==> src/rtl/fim_ram_1r1w_ctrl.sv <==
// rtl/fim_ram_1r1w_ctrl.sv - init, round-robin read arbitration and return routing for fim_ram_1r1w
//
// Ports:
//   clk, rst                  clock, asynchronous active-high reset
//   init_done                 high once every RAM entry holds INIT_VALUE
//   wr_valid/wr_ready         write request / accept (accept equals init_done)
//   wr_addr, wr_data          write address and data
//   rd_req[1:0]               per-requester read request, held until granted
//   rd_addr0, rd_addr1        per-requester read address
//   rd_gnt[1:0]               combinational one-hot read grant
//   rd_valid[1:0]             one-hot read return strobe, RD_LATENCY after grant
//   rd_data, rd_perr          returned data and its parity error
//   perr_sticky, perr_addr    latched first parity error and its address
//   perr_clr                  clears the latched parity error
//   ram_*                     connections to the fim_ram_1r1w instance
module fim_ram_1r1w_ctrl #(
   parameter int DEPTH      = 4,
   parameter int WIDTH      = 32,
   parameter int RD_LATENCY = 2,
   parameter int WR_TO_RD   = 2,
   parameter logic [WIDTH-1:0] INIT_VALUE = '0
) (
   input  logic             clk,
   input  logic             rst,
   output logic             init_done,
   input  logic             wr_valid,
   output logic             wr_ready,
   input  logic [DEPTH-1:0] wr_addr,
   input  logic [WIDTH-1:0] wr_data,
   input  logic [1:0]       rd_req,
   input  logic [DEPTH-1:0] rd_addr0,
   input  logic [DEPTH-1:0] rd_addr1,
   output logic [1:0]       rd_gnt,
   output logic [1:0]       rd_valid,
   output logic [WIDTH-1:0] rd_data,
   output logic             rd_perr,
   output logic             perr_sticky,
   output logic [DEPTH-1:0] perr_addr,
   input  logic             perr_clr,
   output logic             ram_we,
   output logic [DEPTH-1:0] ram_waddr,
   output logic [WIDTH-1:0] ram_din,
   output logic [DEPTH-1:0] ram_raddr,
   output logic             ram_re,
   input  logic [WIDTH-1:0] ram_dout,
   input  logic             ram_perr
);

   typedef enum logic {S_INIT, S_RUN} state_t;

   state_t           state;
   logic [DEPTH-1:0] init_cnt;
   logic             prev_we;
   logic [DEPTH-1:0] prev_waddr;
   logic             last_gnt;     // index of the requester granted most recently

   // Return pipeline: stage 0 is loaded on grant, the last stage lines up with ram_dout.
   logic [RD_LATENCY-1:0] pipe_v;
   logic [RD_LATENCY-1:0] pipe_idx;
   logic [DEPTH-1:0]      pipe_addr [RD_LATENCY];

   logic run;
   logic hit0, hit1;
   logic elig0, elig1;
   logic ret_v;

   assign run   = (state == S_RUN);
   assign ret_v = pipe_v[RD_LATENCY-1];

   // A read must not see a location whose write has not yet become visible.
   assign hit0 = (wr_valid && (wr_addr == rd_addr0)) ||
                 ((WR_TO_RD >= 2) && prev_we && (prev_waddr == rd_addr0));
   assign hit1 = (wr_valid && (wr_addr == rd_addr1)) ||
                 ((WR_TO_RD >= 2) && prev_we && (prev_waddr == rd_addr1));

   assign elig0 = run && rd_req[0] && !hit0;
   assign elig1 = run && rd_req[1] && !hit1;

   always_comb begin
      rd_gnt = 2'b00;
      if (elig0 && elig1)
         rd_gnt = last_gnt ? 2'b01 : 2'b10;
      else
         rd_gnt = {elig1, elig0};
   end

   assign ram_re    = |rd_gnt;
   assign ram_raddr = rd_gnt[1] ? rd_addr1 : rd_addr0;

   // Init writes are gated by rst so the RAM sees no write while reset is held.
   always_comb begin
      ram_we    = 1'b0;
      ram_waddr = init_cnt;
      ram_din   = INIT_VALUE;
      if (run) begin
         ram_we    = wr_valid;
         ram_waddr = wr_addr;
         ram_din   = wr_data;
      end else begin
         ram_we    = !rst;
      end
   end

   assign wr_ready = init_done;
   assign rd_valid = ret_v ? (pipe_idx[RD_LATENCY-1] ? 2'b10 : 2'b01) : 2'b00;
   assign rd_data  = ram_dout;
   assign rd_perr  = ram_perr & ret_v;

   always_ff @(posedge clk or posedge rst) begin
      if (rst) begin
         state       <= S_INIT;
         init_cnt    <= '0;
         init_done   <= 1'b0;
         prev_we     <= 1'b0;
         prev_waddr  <= '0;
         last_gnt    <= 1'b1;
         pipe_v      <= '0;
         pipe_idx    <= '0;
         for (int i = 0; i < RD_LATENCY; i++)
            pipe_addr[i] <= '0;
         perr_sticky <= 1'b0;
         perr_addr   <= '0;
      end else begin
         case (state)
            S_INIT: begin
               init_cnt <= init_cnt + DEPTH'(1);
               if (init_cnt == '1) begin
                  state     <= S_RUN;
                  init_done <= 1'b1;
               end
            end
            default: ;
         endcase

         prev_we    <= ram_we;
         prev_waddr <= ram_waddr;

         if (ram_re)
            last_gnt <= rd_gnt[1];

         pipe_v[0]    <= ram_re;
         pipe_idx[0]  <= rd_gnt[1];
         pipe_addr[0] <= ram_raddr;
         for (int i = 1; i < RD_LATENCY; i++) begin
            pipe_v[i]    <= pipe_v[i-1];
            pipe_idx[i]  <= pipe_idx[i-1];
            pipe_addr[i] <= pipe_addr[i-1];
         end

         if (perr_clr) begin
            perr_sticky <= 1'b0;
            perr_addr   <= '0;
         end else if (rd_perr && !perr_sticky) begin
            perr_sticky <= 1'b1;
            perr_addr   <= pipe_addr[RD_LATENCY-1];
         end
      end
   end

endmodule

==> config.mk <==
export PLATFORM = sky130hd
export DESIGN_NAME = fim_ram_1r1w_ctrl
export DESIGN_NICKNAME = d
export VERILOG_FILES = /design/src/rtl/fim_ram_1r1w_ctrl.sv
export SDC_FILE = /design/constraint.sdc
export NUM_CORES = 1
export LEC_CHECK = 0
export ABC_AREA = 0
export ABC_CLOCK_PERIOD_IN_PS = 2300
export BUFFER_PORTS_ARGS = -buffer_cell sky130_fd_sc_hd__buf_2
export CORE_MARGIN = 2
export CORE_UTILIZATION = 30
export DETAILED_ROUTE_END_ITERATION = 16
export HOLD_SLACK_MARGIN = 0.05
export PLACE_DENSITY = 0.66
export SKIP_CTS_REPAIR_TIMING = 1
export SYNTH_ARGS = -nofsm -noshare
export SYNTH_HDL_FRONTEND = slang
export SYNTH_SLANG_ARGS = --single-unit
==> constraint.sdc <==
create_clock -name clk -period 2.3 [get_ports clk]
set_clock_uncertainty 0.15 [all_clocks]
set_input_delay 0.115 -clock clk [delete_from_list [all_inputs] [get_ports clk]]
set_output_delay 0.115 -clock clk [all_outputs]
set_load 0.02 [all_outputs]
; ---- Yosys cells after proc, flatten, opt, wreduce, memory -nomap -nowiden
; Cells that the tools add are included.
[word_totals]
regBits = 29
input_bits = 83
wordCells = 53
[classes]
addsub = 1
n_eq_ne = 5
n_mux = 14
n_bitwise = 2
reduce_logical = 19
[op_table]
columns = operator, n
row1 = 32-bit 2-to-1 mux, 1
row2 = 4-bit equality test, 4
row3 = 4-bit 2-to-1 mux, 4
row4 = 1-bit logical AND, 10
row5 = 2-bit 2-to-1 mux, 4
row6 = 1-bit 2-to-1 mux, 5
row7 = "4-bit by 1-bit adder with 4-bit output, second input constant", 1
row8 = "4-bit equality test, second input constant", 1
row9 = 1-bit logical NOT, 4
row10 = 1-bit logical OR, 2
row11 = 2-bit AND reduction, 1
row12 = 2-bit nonzero test, 1
row13 = 2-bit OR reduction, 1
row14 = 1-bit bitwise AND, 1
row15 = 1-bit NOT, 1

; ---- Longest topological paths before layout
; Gate-level depths: netlist of the first run.
[logic_depth]
word_depth = 8
ltp_mapped = 6
ltp_nobuf = 6

; ---- Worst setup path before layout of the first run
; No wires, ideal clock.
[synth_path]
path_kind = reg2reg
start = reg prev_waddr[0]
end = reg pipe_addr[4] in the netlist's numbering
arrival_time_ns = 1.694
t_required_ns = 2.002
slack_ns = 0.309
path_stages_with_launch = 7
cell_sequence = dfrtp_1 > xor2_1 > nor3_1 > nand3_1 > and4_4 > a21oi_4 > mux2_2
[synth_via]
elab_chain_len = 8
elab_cells_between_ends = 13
cone_classes = eq/ne: 2 / mux: 2 / reduce/logical: 9
[synth_rtl]
columns = item, line_no
row1 = from (decl), 54  ; logic [DEPTH-1:0] prev_waddr;
row2 = from (signal assigned), 136  ; prev_waddr <= ram_waddr;
row3 = "4-bit equality test, on equally long branches", "72, 74"
row4 = "1-bit logical AND, on equally long branches", "72, 74"
row5 = "1-bit logical OR, on equally long branches", "71, 73"
row6 = "1-bit logical NOT, on equally long branches", "76, 77"
row7 = "1-bit logical AND, on equally long branches", "76, 77"
row8 = 1-bit logical AND, 81  ; if (elig0 && elig1)
row9 = 2-bit 2-to-1 mux (*), 81
row10 = net rd_gnt[1], 33  ; output logic [1:0] rd_gnt,
row11 = 4-bit 2-to-1 mux (*), 88  ; assign ram_raddr = rd_gnt[1] ? rd_addr1 : rd_addr0;
row12 = net ram_raddr[0], 43  ; output logic [DEPTH-1:0] ram_raddr,
row13 = "to (signal, indexed assignment)", 147  ; pipe_addr[i] <= pipe_addr[i-1];
row14 = to (decl), 60  ; logic [DEPTH-1:0] pipe_addr [RD_LATENCY];
; The timed path passes the listed nets; every way through them passes the cells marked *.
; A chain may end at the register's enable or synchronous reset.

; ---- Worst setup path after layout of the first run
[layout_path]
start = reg prev_waddr[3]
end = out ram_raddr[1]
[layout_via]
elab_chain_len = 8
elab_cells_between_ends = 13
cone_classes = eq/ne: 2 / mux: 2 / reduce/logical: 9
[layout_rtl]
columns = item, line_no
row1 = "4-bit equality test, on equally long branches", "72, 74"
row2 = "1-bit logical AND, on equally long branches", "72, 74"
row3 = "1-bit logical OR, on equally long branches", "71, 73"
row4 = "1-bit logical NOT, on equally long branches", "76, 77"
row5 = "1-bit logical AND, on equally long branches", "76, 77"
row6 = 1-bit logical AND, 81
row7 = 2-bit 2-to-1 mux (*), 81
row8 = 4-bit 2-to-1 mux (*), 88
row9 = to (decl), 43
; Mark *: on every way between the ends. The rest lies on a longest branch, timed or not.

==> results of run 1 <==
## synthesized netlist by cell type, drive strengths merged
| library cell | count | area share |
|---|---|---|
| nand3 | 5 | 0.015 |
| a31o | 2 | 0.010 |
| mux2 | 9 | 0.059 |
| nor2b | 2 | 0.0073 |
| nor3 | 4 | 0.012 |
| xnor2 | 7 | 0.036 |
| ha | 1 | 0.0073 |
| buf | 33 | 0.15 |
| and2 | 34 | 0.12 |
| nand2b | 2 | 0.0073 |
| inv | 2 | 0.0044 |
| dfstp | 1 | 0.015 |
| clkbuf | 5 | 0.011 |
| and4 | 1 | 0.0066 |
| a21o | 1 | 0.0044 |
| xor2 | 12 | 0.062 |
| mux2i | 5 | 0.029 |
| nand4 | 1 | 0.0037 |
| nand2 | 1 | 0.0022 |
| a21oi | 1 | 0.0095 |
| nor2 | 8 | 0.018 |
| dfrtp | 28 | 0.41 |
## kinds of logic (layout without fill, tap and decap cells)
group,after synthesis,in the layout,share of synthesized area
buffers and inverters,40,131,0.161
DFF,29,29,0.426
AOI/OAI and AO/OA,4,4,0.0242
and+or+nand+nor,58,58,0.196
xor gates and xnor gates,19,19,0.0975
adders and majority gates,1,1,0.00733
muxes,14,14,0.0887
## cell type report
type,count,area (um2),area share
tap,72,90.1,0.0381
timing repair buffer,121,706,0.298
inverter,2,7.51,0.00317
sequential,29,727,0.307
clock buffer,7,86.3,0.0365
multi-input combinational,96,721,0.304
clock inverter,1,30.0,0.0127
## state kept, by name, indices dropped and copies added, names as in the netlist, 2 cells and up
name / count
prev_waddr: 4
pipe_idx: 2
pipe_addr: 8
pipe_v: 2
init_cnt: 4
perr_addr: 4
## critical path: stages, from the launching register on
cell     delay (ps)
dfrtp_1         400
xor2_1          170
nor3_1          180
nand3_1          90
and4_4          190
a21oi_4         250
mux2_4          350
buf_6           130
## power by group through the flow
stage / clock network [uW] / registers, uW / logic (uW)
4_1_cts: 547 / 564 / 301
5_1_grt: 573 / 567 / 362
3_3_place_gp: 0 / 572 / 297
6_report: 530 / 564 / 335
3_5_place_dp: 0 / 574 / 300
2_1_floorplan: 0 / 578 / 253
## per-layer routing
layer  part of all wire  vias to the layer above  routed length (um)  global-route usage
li1                   -                      674                   -                   -
met1               0.39                      611                1510               0.120
met2               0.51                       73                1980               0.194
met3              0.085                       13                 331              0.0419
met4              0.017                        0                  65              0.0500
met5                  0                        -                   0                   0
## metrics by stage
stage	std cells	power, uW	cell area (um2)	setup slack, ps
3_3_place_gp	305	869	2070	256
4_1_cts	313	1410	2180	-96.2
3_5_place_dp	305	873	2070	202
2_1_floorplan	165	831	1710	309
5_1_grt	328	1500	2370	-82.4
6_report	328	1430	2370	7.40
## worst paths after layout
kind / start / endpoint / slack (ps) / depth (start not counted)
setup / recovery: prev_waddr[3] / ram_raddr[1] / 7 / 7
setup reg to reg: prev_waddr[3] / pipe_addr[4] / 300 / 7
hold reg to reg: pipe_v[0] / pipe_v[1] / 200 / 0
max in group asynchronous: rst / last_gnt / 1340 / 4
min in group asynchronous: rst / init_cnt[3] / 350 / 4
hold / removal: rd_req[1] / last_gnt / 70 / 3
==> impl_metrics.json, run 1 <==
{
  "start_kind": "flop",
  "fin_hold_ws_ps": 71.5,
  "layout_min_cycle_time_ps": 2290,
  "syn_nets": 249,
  "cts_buffer_depth": 2,
  "fp-row-count": 27,
  "port-buffer-count": 104,
  "final_common_cell": "buf_2",
  "grt_usage": 0.112,
  "synthCells": 165,
  "status": "finished, final reports clean",
  "pwr-share-comb": 0.234,
  "fill_cells": 536,
  "fmax_mhz": 436,
  "path_class": "flop to primary output",
  "p_switching_uw": 369,
  "core_um2": 5510,
  "synth_cell_type_count": 22,
  "ys_ff_latch": 29,
  "grt_max_degree": 43,
  "htreeDepth": 2,
  "drive_above_1_share": 0.504,
  "pwr-share-seq": 0.395,
  "place_congestion": 0.753,
  "peakVddDrop_mv": 0.234,
  "vias_per_cell": 4.18,
  "start_util": 0.310,
  "drc": 0,
  "grt_pass1_vias": 1210,
  "rsz0062_at_grt": "yes",
  "drv_cap": 0,
  "timing.final.crit_share": 0.997,
  "drt-pass1-iter-count": 4,
  "vias": 1371,
  "wire_per_inst_um": 11.8,
  "max_slew_margin": 0.753,
  "slew_violations": 0,
  "dieWidth_um": 79.4,
  "sw_frac_of_total": 0.258,
  "yosysWarnings": 0,
  "hp-class": "input port to flop",
  "cp_max_fo": 6,
  "cts-root-buf": "clkbuf_8",
  "utilization": 0.430,
  "worst_pin_slew_ps": 371,
  "required_ps": 2040,
  "wl_um": 3880,
  "syn_area_um2": 1710,
  "cts_buffers": 5,
  "clkTransAtPathRegs_ps": 60,
  "arrival_ps": 2030,
  "antenna_found_initial": 0,
  "p_leak_uw": 0.00121,
  "dp_hpwl_um": 3000,
  "drtIter0Drc": 33,
  "pin_count": 169,
  "grt_overflow": 0,
  "syn_avg_cell_area_um2": 10.3,
  "synth-seq-area-share": 0.426,
  "final-setup-viol-count": 0,
  "nets": 339,
  "die_area_um2": 6310,
  "p_int_uw": 1060,
  "fp.dieH_um": 79.4,
  "cp-end-kind": "primary output",
  "p_per_area_nw_per_um2": 604,
  "cts_num_sinks": 29,
  "final_cell_mix": "buf_2, and2_1, dfrtp_1, dlygate4sd3_1, xor2_1",
  "antenna_left": 0,
  "antenna_cells": 0,
  "tns_ps": 0,
  "grt_pass1_wl_um": 5440,
  "hold_viol": 0,
  "synthToLayoutAreaGrowth_pct": 38.7,
  "pwr-share-clk": 0.371,
  "cts_tree": "built",
  "clkLatencyLatePin_ps": 270
}
(Power assumes the default switching activity.)
==> inputs of run 2 (changes only) <==
--- a/config.mk
+++ b/config.mk
@@ -6,12 +6,11 @@
 export NUM_CORES = 1
 export LEC_CHECK = 0
 export ABC_AREA = 0
-export ABC_CLOCK_PERIOD_IN_PS = 2300
+export ABC_CLOCK_PERIOD_IN_PS = 2600
 export BUFFER_PORTS_ARGS = -buffer_cell sky130_fd_sc_hd__buf_2
 export CORE_MARGIN = 2
 export CORE_UTILIZATION = 30
 export DETAILED_ROUTE_END_ITERATION = 16
-export HOLD_SLACK_MARGIN = 0.05
 export PLACE_DENSITY = 0.66
 export SKIP_CTS_REPAIR_TIMING = 1
 export SYNTH_ARGS = -nofsm -noshare
==> constraint.sdc (replaced) <==
create_clock -name clk -period 2.6 [get_ports clk]
set_clock_uncertainty 0.15 [all_clocks]
set_input_delay 0.13 -clock clk [delete_from_list [all_inputs] [get_ports clk]]
set_output_delay 0.13 -clock clk [all_outputs]
set_load 0.02 [all_outputs]
==> run 2 against run 1 <==
Cell area down 6.6%. Utilization is 2.8 points lower. Final cell count shrank 3.7%. Global-route usage up 0.46 points. Sequential share of layout area up 2.2 points. Setup slack better by 190 ps. Combinational power shrank 21%.
==> impl_metrics.json, run 2 (synthesis gave the netlist of run 1 again) <==
{
  "hold_viol": 0,
  "start_util": 0.310,
  "path_class": "flop to primary output",
  "grt_pass1_wl_um": 5600,
  "fp.dieH_um": 79.4,
  "vias": 1335,
  "worst_slack_ps": 196,
  "grt_overflow": 0,
  "arrival_ps": 2120,
  "nets": 327,
  "fmax_mhz": 416,
  "slew_violations": 0,
  "drc": 0,
  "rsz0062_at_grt": "no",
  "regMostFlops": "pipe_addr",
  "tns_ps": 0,
  "place_congestion": 0.795,
  "drv_cap": 0,
  "stdcell_count": 316,
  "pin_count": 169,
  "largest_reg_flops": 8,
  "fin_hold_ws_ps": 0.278,
  "timing.final.crit_share": 0.925,
  "clkTransAtPathRegs_ps": 60,
  "antenna_found_initial": 0,
  "fp-row-count": 27,
  "cp_max_fo": 6,
  "status": "finished, final reports clean",
  "cts_buffers": 5,
  "hp-class": "input port to flop",
  "start_kind": "flop",
  "grt_max_degree": 43,
  "vias_per_cell": 4.22,
  "dp_slack_ps": 483,
  "antenna_cells": 0,
  "max_slew_margin": 0.753,
  "fill_cells": 551,
  "grt_pass1_vias": 1210,
  "final-setup-viol-count": 0,
  "synthToLayoutAreaGrowth_pct": 29.6,
  "layout_min_cycle_time_ps": 2400,
  "place_inst": 305,
  "worst_pin_slew_ps": 371,
  "dp_hpwl_um": 2990,
  "cts_buffer_depth": 2,
  "peakVddDrop_mv": 0.223,
  "antenna_left": 0,
  "grt_usage": 0.116,
  "core_um2": 5510,
  "drive_above_1_share": 0.520,
  "cts-root-buf": "clkbuf_8",
  "p_leak_uw": 0.00114,
  "final_cell_mix": "buf_2, and2_1, dfrtp_1, xor2_1, mux2_2",
  "wire_per_inst_um": 12.0,
  "drtIter0Drc": 29,
  "wl_um": 3790,
  "clkLatencyLatePin_ps": 280,
  "port-buffer-count": 104,
  "htreeDepth": 2,
  "dieWidth_um": 79.4,
  "cts_tree": "built",
  "cp-end-kind": "primary output",
  "die_area_um2": 6310,
  "drt-pass1-iter-count": 2,
  "final_common_cell": "buf_2",
  "required_ps": 2320,
  "cts_num_sinks": 29,
  "p_per_area_nw_per_um2": 560
}
[run 2: layer usage]
metal	share of wire	vias up	GRT usage	wire (um)
met2	0.49	74	0.190	1850
met3	0.093	16	0.0464	352
met4	0.024	0	0.0655	90
met5	0	-	0	0
li1	-	649	-	-
met1	0.39	596	0.128	1490
[run 2: area by class of cell]
type | instances | area [um2] | share of cell area
flip-flops and latches | 29 | 727 | 0.329
multi-input cells | 96 | 706 | 0.319
repair buffers | 109 | 566 | 0.256
well taps | 72 | 90.1 | 0.0407
clock buffers | 7 | 86.3 | 0.0390
clock inverters | 1 | 30.0 | 0.0136
inverters | 2 | 7.51 | 0.00339
[run 2: where the power goes]
| group | leakage, uW | total, uW | switching, uW | internal, uW |
|---|---|---|---|---|
| registers | 0.000348 | 499 | 14.9 | 484 |
| clock network | 0.0000585 | 476 | 164 | 312 |
| logic | 0.000731 | 265 | 148 | 116 |
| total | 0.00114 | 1240 | 327 | 912 |
[run 2: path summary, 6_finish.rpt]
path                               start             to  slack (ps)  depth (start not counted)
setup / recovery           prev_waddr[0]   ram_raddr[1]         200                          7
hold / removal                wr_addr[0]  prev_waddr[0]         0.3                          2
setup reg to reg           prev_waddr[0]   pipe_addr[5]         640                          6
hold reg to reg             pipe_addr[5]   pipe_addr[1]         200                          0
max in group asynchronous            rst       last_gnt        1670                          4
min in group asynchronous            rst      pipe_v[1]         330                          4
[run 2: stage by stage]
stage | power (uW) | utilization | instance area (um2)
after floorplan | 735 | - | 1710
after global placement | 769 | 0.375 | 2070
after detailed placement | 772 | 0.375 | 2070
after CTS | 1250 | 0.396 | 2180
after global routing | 1300 | 0.402 | 2210
final | 1240 | 0.402 | 2210
[run 2: critical path, stage by stage, from the launching register on]
cell	delay, ps
dfrtp_1	410
xor2_1	180
nor3_1	190
nand3_1	100
and4_4	200
a21oi_4	220
mux2_2	390
buf_2	170
==> inputs of run 3 (changes only) <==
--- a/config.mk
+++ b/config.mk
@@ -9,9 +9,9 @@
 export ABC_CLOCK_PERIOD_IN_PS = 2600
 export BUFFER_PORTS_ARGS = -buffer_cell sky130_fd_sc_hd__buf_2
 export CORE_MARGIN = 2
-export CORE_UTILIZATION = 30
+export CORE_UTILIZATION = 36
 export DETAILED_ROUTE_END_ITERATION = 16
-export PLACE_DENSITY = 0.66
+export PLACE_DENSITY = 0.78
 export SKIP_CTS_REPAIR_TIMING = 1
 export SYNTH_ARGS = -nofsm -noshare
 export SYNTH_HDL_FRONTEND = slang
==> run 3 against run 2 <==
Sequential share of layout area up 0.86 points. Power down 10%. Flip-flop and latch count unchanged. Final cell count down 5.7%. Fmax down 0.45%. Sequential power about the same. Cell area down 2.5%. Critical endpoint unchanged. Largest power group unchanged.
==> impl_metrics.json, run 3 (synthesis gave the netlist of run 1 again) <==
{
  "hold_viol": 0,
  "largest_reg_flops": 8,
  "grt_pass1_wl_um": 5530,
  "drtIter0Drc": 33,
  "p_switching_uw": 324,
  "drv_cap": 0,
  "core_um2": 4660,
  "cts_buffer_depth": 2,
  "path_class": "input port to primary output",
  "required_ps": 2320,
  "dieWidth_um": 72.9,
  "peakVddDrop_mv": 0.225,
  "grt_overflow": 0,
  "grt_max_degree": 43,
  "cts_tree": "built",
  "antenna_cells": 0,
  "antenna_found_initial": 0,
  "start_kind": "input port",
  "clkLatencyLatePin_ps": 280,
  "grt_pass1_vias": 1228,
  "final_cell_mix": "buf_2, and2_1, dfrtp_1, xor2_1, mux2_2",
  "vias_per_cell": 4.54,
  "utilization": 0.463,
  "r2r_cells": 6,
  "hp-class": "input port to flop",
  "wl_um": 3790,
  "cp_max_fo": 6,
  "clkTransAtPathRegs_ps": 60,
  "timing.final.crit_share": 0.929,
  "wl_met3_um": 353,
  "cp-end-kind": "primary output",
  "dp_hpwl_um": 3030,
  "tns_ps": 0,
  "arrival_ps": 2140,
  "vias": 1354,
  "drt-pass1-iter-count": 4,
  "pwr-share-seq": 0.450,
  "worst_pin_slew_ps": 368,
  "routed-wl-met2_um": 2040,
  "layout_min_cycle_time_ps": 2420,
  "p_int_uw": 785,
  "final-setup-viol-count": 0,
  "die_area_um2": 5310,
  "drive_above_1_share": 0.520,
  "cts-root-buf": "clkbuf_8",
  "pwr-share-comb": 0.239,
  "port-buffer-count": 104,
  "antenna_left": 0,
  "pwr-share-clk": 0.311,
  "p_per_area_nw_per_um2": 514,
  "grt_usage": 0.142,
  "regMostFlops": "pipe_addr",
  "drt-met1-wl_um": 1330,
  "p_leak_uw": 0.00112,
  "slew_violations": 0,
  "max_slew_margin": 0.755,
  "status": "finished, final reports clean",
  "pin_count": 169,
  "final_common_cell": "buf_2",
  "sw_frac_of_total": 0.292,
  "cts_num_sinks": 29,
  "wire_per_inst_um": 12.7,
  "nets": 327,
  "fp.dieH_um": 72.9,
  "synthToLayoutAreaGrowth_pct": 26.3,
  "place_congestion": 0.872,
  "routed.top_layer": "met4",
  "design_power_total_uw": 1110,
  "drc": 0,
  "cts_buffers": 5,
  "fmax_mhz": 414,
  "start_util": 0.366,
  "rsz0062_at_grt": "no",
  "hold_path_depth": 2,
  "htreeDepth": 2,
  "fp-row-count": 25
}
==> run 3: cell count changes in the layout (fill, tap and decap cells not counted), sizes merged <==
| cell | change |
|---|---|
| bufinv | -1 |
| clkbuf | -1 |
| clkinv | +2 |
==> run 3: worst paths after layout <==
kind | slack (ps) | startpoint | to
setup reg to reg | 660 | prev_waddr[0] | pipe_addr[5]
min in group asynchronous | 320 | rst | pipe_v[1]
max in group asynchronous | 1670 | rst | last_gnt
hold reg to reg | 200 | pipe_v[0] | pipe_v[1]
setup / recovery | 180 | rd_addr1[0] | ram_raddr[1]
hold / removal | 10 | rd_addr0[2] | pipe_addr[6]
==> run 3: power by group through the flow <==
stage / sequential, uW / combinational (uW) / clock (uW)
2_1_floorplan: 511 / 224 / 0
6_report: 499 / 265 / 345
3_5_place_dp: 508 / 265 / 0
3_3_place_gp: 507 / 261 / 0
5_1_grt: 503 / 289 / 387
4_1_cts: 500 / 266 / 358
==> run 3: critical path, cell delays in order <==
cell,delay (ps)
dlygate4sd3_1,530
buf_2,140
xor2_1,150
nor3_1,70
nand3_1,80
nand4_1,220
a21oi_4,270
mux2_2,380
buf_2,160
==> run 3: final cells by class <==
| cell class | instances | area (um2) |
|---|---|---|
| clock buffer | 6 | 72.6 |
| clock inverter | 2 | 10.0 |
| fill | 458 | 2500 |
| inverter | 2 | 7.51 |
| multi-input combinational | 96 | 706 |
| sequential | 29 | 727 |
| tap | 54 | 67.6 |
| timing repair buffer | 109 | 566 |
==> run 3: stage by stage <==
step	hold WS, ps	setup slack (ps)	cells	area, um2
final	10.2	185	298	2160
after global placement	69.7	535	287	2040
after floorplan	46.4	609	165	1710
after detailed placement	71.5	501	287	2040
after global routing	0.674	27.5	298	2160
after CTS	-233	185	295	2130
==> run 3: routing by layer <==
metal | GRT usage | vias to the layer above
met2 | 0.248 | 76
met1 | 0.140 | 620
met3 | 0.0732 | 8
met5 | 0 | -
li1 | - | 650
met4 | 0.0597 | 0
